--- src/rtl/hp1349a_pkg.sv ---
// Shared constants and types for the HP1349A VGA scanout stage.
package hp1349a_pkg;

    localparam int H_VIS   = 640;
    localparam int H_FP    = 16;
    localparam int H_SYNC  = 96;
    localparam int H_BP    = 48;
    localparam int H_TOTAL = H_VIS + H_FP + H_SYNC + H_BP;

    localparam int V_VIS   = 480;
    localparam int V_FP    = 10;
    localparam int V_SYNC  = 2;
    localparam int V_BP    = 33;

    localparam int WORDS_PER_LINE = 40;
    localparam int LINE_STRIDE    = 64;

    // Fetch strobe fires one pixel early so HOLD occupies hcnt 638..639.
    localparam int FETCH_START = H_VIS - 3;

    typedef enum logic [2:0] {
        IDLE,
        HOLD,
        ADDR,
        LATCH,
        DONE
    } fetch_state_t;

endpackage

--- src/rtl/hp1349a_vga_timing.sv ---
// 640x480 raster counters, registered sync/de, fetch-line strobe and, when
// HP1349A_SCANOUT_GRATICULE_EN is defined, the registered graticule pixel.
module hp1349a_vga_timing
    import hp1349a_pkg::*;
#(
    parameter int VIS_LINES   = V_VIS,
    parameter int VFP_LINES   = V_FP,
    parameter int VSYNC_LINES = V_SYNC,
    parameter int VBP_LINES   = V_BP
) (
    input  logic       clk,
    input  logic       rst,
    output logic [9:0] hcnt,
    output logic       active,
    output logic       fetch_go,
    output logic [9:0] fetch_line,
    output logic       hsync,
    output logic       vsync,
    output logic       de,
    output logic       grat
);

    localparam int          V_TOTAL   = VIS_LINES + VFP_LINES + VSYNC_LINES + VBP_LINES;
    localparam logic [9:0] H_LAST     = 10'(H_TOTAL - 1);
    localparam logic [9:0] H_VIS_W    = 10'(H_VIS);
    localparam logic [9:0] HS_BEGIN   = 10'(H_VIS + H_FP);
    localparam logic [9:0] HS_END     = 10'(H_VIS + H_FP + H_SYNC);
    localparam logic [9:0] H_FETCH    = 10'(FETCH_START);
    localparam logic [9:0] V_LAST     = 10'(V_TOTAL - 1);
    localparam logic [9:0] V_VIS_W    = 10'(VIS_LINES);
    localparam logic [9:0] V_VIS_LAST = 10'(VIS_LINES - 1);
    localparam logic [9:0] VS_BEGIN   = 10'(VIS_LINES + VFP_LINES);
    localparam logic [9:0] VS_END     = 10'(VIS_LINES + VFP_LINES + VSYNC_LINES);

    logic [9:0] vcnt;

    assign active     = (hcnt < H_VIS_W) && (vcnt < V_VIS_W);
    assign fetch_go   = (hcnt == H_FETCH) && ((vcnt < V_VIS_LAST) || (vcnt == V_LAST));
    assign fetch_line = (vcnt == V_LAST) ? 10'd0 : vcnt + 10'd1;

    // NOTE: sequential state uses non-blocking assignments so every register
    // samples the pre-edge counter values, keeping all vga outputs aligned.
    always_ff @(posedge clk or posedge rst) begin
        if (rst) begin
            hcnt  <= '0;
            vcnt  <= '0;
            hsync <= 1'b1;
            vsync <= 1'b1;
            de    <= 1'b0;
        end else begin
            if (hcnt == H_LAST) begin
                hcnt <= '0;
                vcnt <= (vcnt == V_LAST) ? 10'd0 : vcnt + 10'd1;
            end else begin
                hcnt <= hcnt + 10'd1;
            end
            hsync <= !((hcnt >= HS_BEGIN) && (hcnt < HS_END));
            vsync <= !((vcnt >= VS_BEGIN) && (vcnt < VS_END));
            de    <= active;
        end
    end

`ifdef HP1349A_SCANOUT_GRATICULE_EN
    logic grat_hit;
    assign grat_hit = active && ((hcnt[5:0] == 6'd0) || (hcnt == H_VIS_W - 10'd1) ||
                                 ((vcnt % 10'd60) == 10'd0) || (vcnt == V_VIS_LAST));

    always_ff @(posedge clk or posedge rst) begin
        if (rst) grat <= 1'b0;
        else     grat <= grat_hit;
    end
`else
    assign grat = 1'b0;
`endif

endmodule

--- src/rtl/hp1349a_vga_scanout.sv ---
// VGA scanout: fetches each upcoming 1 bpp line from SRAM during hblank and
// shifts it out. Optional graticule overlay: HP1349A_SCANOUT_GRATICULE_EN.
module hp1349a_vga_scanout
    import hp1349a_pkg::*;
#(
    parameter int VIS_LINES   = V_VIS,
    parameter int VFP_LINES   = V_FP,
    parameter int VSYNC_LINES = V_SYNC,
    parameter int VBP_LINES   = V_BP
) (
    input  logic        clk,
    input  logic        rst,
    output logic [19:0] FB_ADDR,
    input  logic [15:0] FB_DQ_IN,
    output logic        FB_CE_N,
    output logic        FB_OE_N,
    output logic        FB_WE_N,
    output logic        FB_UB_N,
    output logic        FB_LB_N,
    output logic        fb_sel,
    output logic        draw_en,
    output logic        vga_hsync,
    output logic        vga_vsync,
    output logic        vga_de,
    output logic        vga_pix,
    output logic        vga_grat
);

    localparam logic [5:0] LAST_WORD = 6'(WORDS_PER_LINE - 1);

    logic [9:0]   hcnt;
    logic         active;
    logic         fetch_go;
    logic [9:0]   fetch_line;
    fetch_state_t state;
    logic         hold_cnt;
    logic [5:0]   word;
    logic [19:0]  line_base;
    logic [15:0]  linebuf [0:WORDS_PER_LINE-1];

    hp1349a_vga_timing #(
        .VIS_LINES   (VIS_LINES),
        .VFP_LINES   (VFP_LINES),
        .VSYNC_LINES (VSYNC_LINES),
        .VBP_LINES   (VBP_LINES)
    ) u_timing (
        .clk        (clk),
        .rst        (rst),
        .hcnt       (hcnt),
        .active     (active),
        .fetch_go   (fetch_go),
        .fetch_line (fetch_line),
        .hsync      (vga_hsync),
        .vsync      (vga_vsync),
        .de         (vga_de),
        .grat       (vga_grat)
    );

    assign FB_WE_N = 1'b1;

    always_ff @(posedge clk or posedge rst) begin
        if (rst) begin
            state     <= IDLE;
            hold_cnt  <= 1'b0;
            word      <= '0;
            line_base <= '0;
            FB_ADDR   <= '0;
            FB_CE_N   <= 1'b1;
            FB_OE_N   <= 1'b1;
            FB_UB_N   <= 1'b1;
            FB_LB_N   <= 1'b1;
            fb_sel    <= 1'b0;
            draw_en   <= 1'b1;
        end else begin
            case (state)
                IDLE: if (fetch_go) begin
                    state     <= HOLD;
                    draw_en   <= 1'b0;
                    hold_cnt  <= 1'b0;
                    line_base <= 20'(fetch_line) * 20'(LINE_STRIDE);
                end
                // Two idle cycles let the draw stage retire its in-flight access.
                HOLD: if (hold_cnt) begin
                    state   <= ADDR;
                    fb_sel  <= 1'b1;
                    FB_CE_N <= 1'b0;
                    FB_OE_N <= 1'b0;
                    FB_UB_N <= 1'b0;
                    FB_LB_N <= 1'b0;
                    FB_ADDR <= line_base;
                    word    <= '0;
                end else begin
                    hold_cnt <= 1'b1;
                end
                ADDR: state <= LATCH;
                LATCH: if (word == LAST_WORD) begin
                    state   <= DONE;
                    fb_sel  <= 1'b0;
                    FB_CE_N <= 1'b1;
                    FB_OE_N <= 1'b1;
                    FB_UB_N <= 1'b1;
                    FB_LB_N <= 1'b1;
                end else begin
                    state   <= ADDR;
                    word    <= word + 6'd1;
                    FB_ADDR <= FB_ADDR + 20'd1;
                end
                DONE: begin
                    state   <= IDLE;
                    draw_en <= 1'b1;
                end
                default: state <= IDLE;
            endcase
        end
    end

    // NOTE: the line buffer is a plain RAM with no reset; stale contents are
    // only ever visible on line 0 of the first frame.
    always_ff @(posedge clk) begin
        if (state == LATCH) linebuf[word] <= FB_DQ_IN;
    end

    always_ff @(posedge clk or posedge rst) begin
        if (rst) vga_pix <= 1'b0;
        else     vga_pix <= active && linebuf[hcnt[9:4]][hcnt[3:0]];
    end

endmodule

--- config.mk ---
export PLATFORM = sky130hd
export DESIGN_NAME = hp1349a_vga_scanout
export DESIGN_NICKNAME = d
export VERILOG_FILES = /design/src/rtl/hp1349a_pkg.sv /design/src/rtl/hp1349a_vga_timing.sv /design/src/rtl/hp1349a_vga_scanout.sv
export SDC_FILE = /design/constraint.sdc
export NUM_CORES = 1
export LEC_CHECK = 0
export ABC_CLOCK_PERIOD_IN_PS = 4300
export CAP_MARGIN = 0
export CORE_ASPECT_RATIO = 0.75
export CORE_MARGIN = 2
export CORE_UTILIZATION = 60
export DETAILED_ROUTE_END_ITERATION = 8
export MAX_ROUTING_LAYER = met4
export PLACE_DENSITY = 0.88
export SKIP_CTS_REPAIR_TIMING = 1
export SYNTH_ARGS = -nofsm -noshare
export SYNTH_HDL_FRONTEND = slang
export SYNTH_SLANG_ARGS = --single-unit
--- constraint.sdc ---
create_clock -name clk -period 4.3 [get_ports clk]
set_input_delay 0.86 -clock clk [delete_from_list [all_inputs] [get_ports clk]]
set_output_delay 0.86 -clock clk [all_outputs]
set_load 0.05 [all_outputs]
==> metrics.txt <==
GRT overflow 0; CTS tree yes; minimum clock period 3867 ps; post-route setup TNS 0 ps; via total after detailed routing 16090; die area 48840 µm²; share of the synthesized area in the top cell type 68.04%; Initial Util 61.14%; crit end category flip-flop; critical path class flip-flop to flip-flop; # nets final 1687; Layout Cells excl Fill 2345; port bufs 47; DP HPWL 42720 µm; dpl ws 681.2 ps; Net Sw Frac 19.33%; most frequent cells in the layout 640 x edfxtp_1, 122 x mux4_2, 94 x nand2_1; pin count of the biggest net entering global routing 51; post-synth cell types between 60 and 70; num ports 50; Via-to-Cell Ratio 6.862; Gate power share 1.2%; clk sink count 707; Worst-Skew Late Latency 620 ps; Worst-Margin Slew ~1200 ps; clk_skew 17.08 ps; Pins Over Slew Limit 0; Post-Syn Area 28240 µm²; Critical Path RT 4800 ps; DR DRC count 0; Mapped Cells 1553; sequential-to-total area share from yosys stat 74.00%; share of cells above drive strength 1 19.93%; Startpoint Class flip-flop; Die W 254.5 µm; initial antenna violation count 2; highest metal used met4; final hold slack 492.9 ps; clock power share between 40% and 50%; metal2 WL 33120 µm; WL per Instance 30.68 µm; total CTS buffers between 60 and 70; Yosys top cell by area edfxtp_1; Post-synth EDFFs 640; fin crit share 89.92%; Final Hold Vio Count 0; asr flop ratio synth a little under a tenth; Avg Cell Area, Syn 18.19 µm²; DRT iter0 DRCs 2719; Int Pwr around 11000 µW; Cell Pwr Density 415.8 nW/µm²; vias in the first global route 15780; first-pass GRT wire length 105100 µm; register share of total power between 50% and 60%; Std-Cell Rows 68; Routed WL 71950 µm; Max IR drop VDD 0.0004446 V; Worst Path Arrival 4370 ps; final-report setup violation count 0; CP max FO 30; clock transition at the registers of the reported paths 70 ps; Routed Antenna Nets 0; DIE HEIGHT 191.9 µm; H-Tree Level Count 2; HP Class flip-flop to flip-flop; Post-Syn Nets 1579; status completed; M1 WL 25900 µm; gr usage total 31.04%; PnR worst setup slack around 430 ps; Core Region about 46000 µm²; dominant cells by area after synthesis edfxtp_1 68%, mux4_2 9.7%, dfrtp_1 5.6%, mux2i_1 3.0%, nand2_1 1.2%; sw power 2553 µW; Area Growth Syn to Fin 12.45%; drt pass-1 iters 6; LEAKAGE 0.01113 µW; most common cell after layout, fill and taps aside edfxtp_1; FMAX 0.2586 GHz; main flop type after synthesis edfxtp_1; Slew headroom 21.20%; FF+latch count, synth 707; root buffer cell clkbuf_16; MaxCap Viol Count 0; Max Root-Sink Buffers 3; RSZ-0062 raised after global routing no; Syn. warnings 0; met3 routed WL 10440 µm; Routability Congestion 0.9832; placed insts 2228
## routing by layer
layer | vias up | global-route usage (%)
met4 | 0 | 8.862
li1 | 6424 | -
met5 | - | -
met3 | 212 | 8.145
met2 | 1377 | 46.06
met1 | 8078 | 43.26
## critical path, stage by stage (launching register included)
cell and delay [ps]:
dfrtp_4 840, buf_12 310, buf_12 240, buf_4 270, mux2i_1 210, o221ai_1 240
a221oi_1 620, a211oi_1 240, o21ai_0 270, o32a_1 210, nand4_1 80, and3_1 190
## synthesized netlist by cell type (all sizes together) (5+ instances only)
cell type  number
a22oi           7
buf            56
xnor2          10
mux2i          84
mux4          122
edfxtp        640
and2            6
o22ai          10
a211o           5
inv            14
a221oi         19
nand4           8
dfrtp          63
clkbuf         41
or4             7
a21oi          41
a211oi          6
nand2          94
nand3          26
and3           11
o21ai          47
o31ai           5
ha              8
o221ai         24
nor2b           7
nor2           93
nor3            7
mux2           15
xor2           19
## flip-flops by register name, indices dropped and copies added, names as in the netlist, 3 cells and up
register	cells
FB_ADDR	20
word	6
u_timing.hcnt	10
linebuf	640
state	3
line_base	10
u_timing.vcnt	10
## power groups by stage
stage / clock network (µW) / registers (µW) / logic, µW
3_5_place_dp: 0 / 7630 / 148
2_1_floorplan: 0 / 7640 / 14.4
6_report: 5560 / 7490 / 152
3_3_place_gp: 0 / 7630 / 139
4_1_cts: 5560 / 7490 / 149
5_1_grt: 5810 / 7480 / 160
## path summary, 6_finish.rpt
check,from,cells past startpoint,to,slack [ps]
max in group asynchronous,rst,3,FB_ADDR[18],2740
min in group asynchronous,rst,2,u_timing.hcnt[7],570
worst max register to register,u_timing.hcnt[4],11,vga_pix,430
worst max-delay path,u_timing.hcnt[4],11,vga_pix,430
worst min register to register,draw_en,2,draw_en,490
worst min-delay path,draw_en,2,draw_en,490
## layout make-up
type	instances	area, µm²
repair buffers	142	1246
well taps	630	788.3
clock buffers	79	1667
inverters	14	52.55
diodes	4	10.01
clock inverters	34	340.3
flip-flops and latches	707	20910
fillers	2690	14440
multi-input cells	735	6748
## metrics by stage
step / area (µm²) / power (µW) / util (%)
global placement: 29740 / 7773 / 64.38
finish: 31760 / 13200 / 68.75
global route: 31760 / 13460 / 68.74
floorplan: 28240 / 7652 / -
CTS: 31750 / 13200 / 68.72
detailed placement: 29740 / 7783 / 64.38
## cells by family (layout without fill, tap and decap cells)
group	count (synthesis)	in the layout	share of synthesized area, %
flops	707	707	74.00
xor+xnor	29	29	0.8993
simple gates	280	280	4.541
mux	221	221	13.30
fa+ha+maj	8	8	0.3544
buf+inv	111	269	2.153
other cells	2	6	0.02659
compound gates	195	195	4.727
No activity file was read; power rests on OpenSTA's default activity.
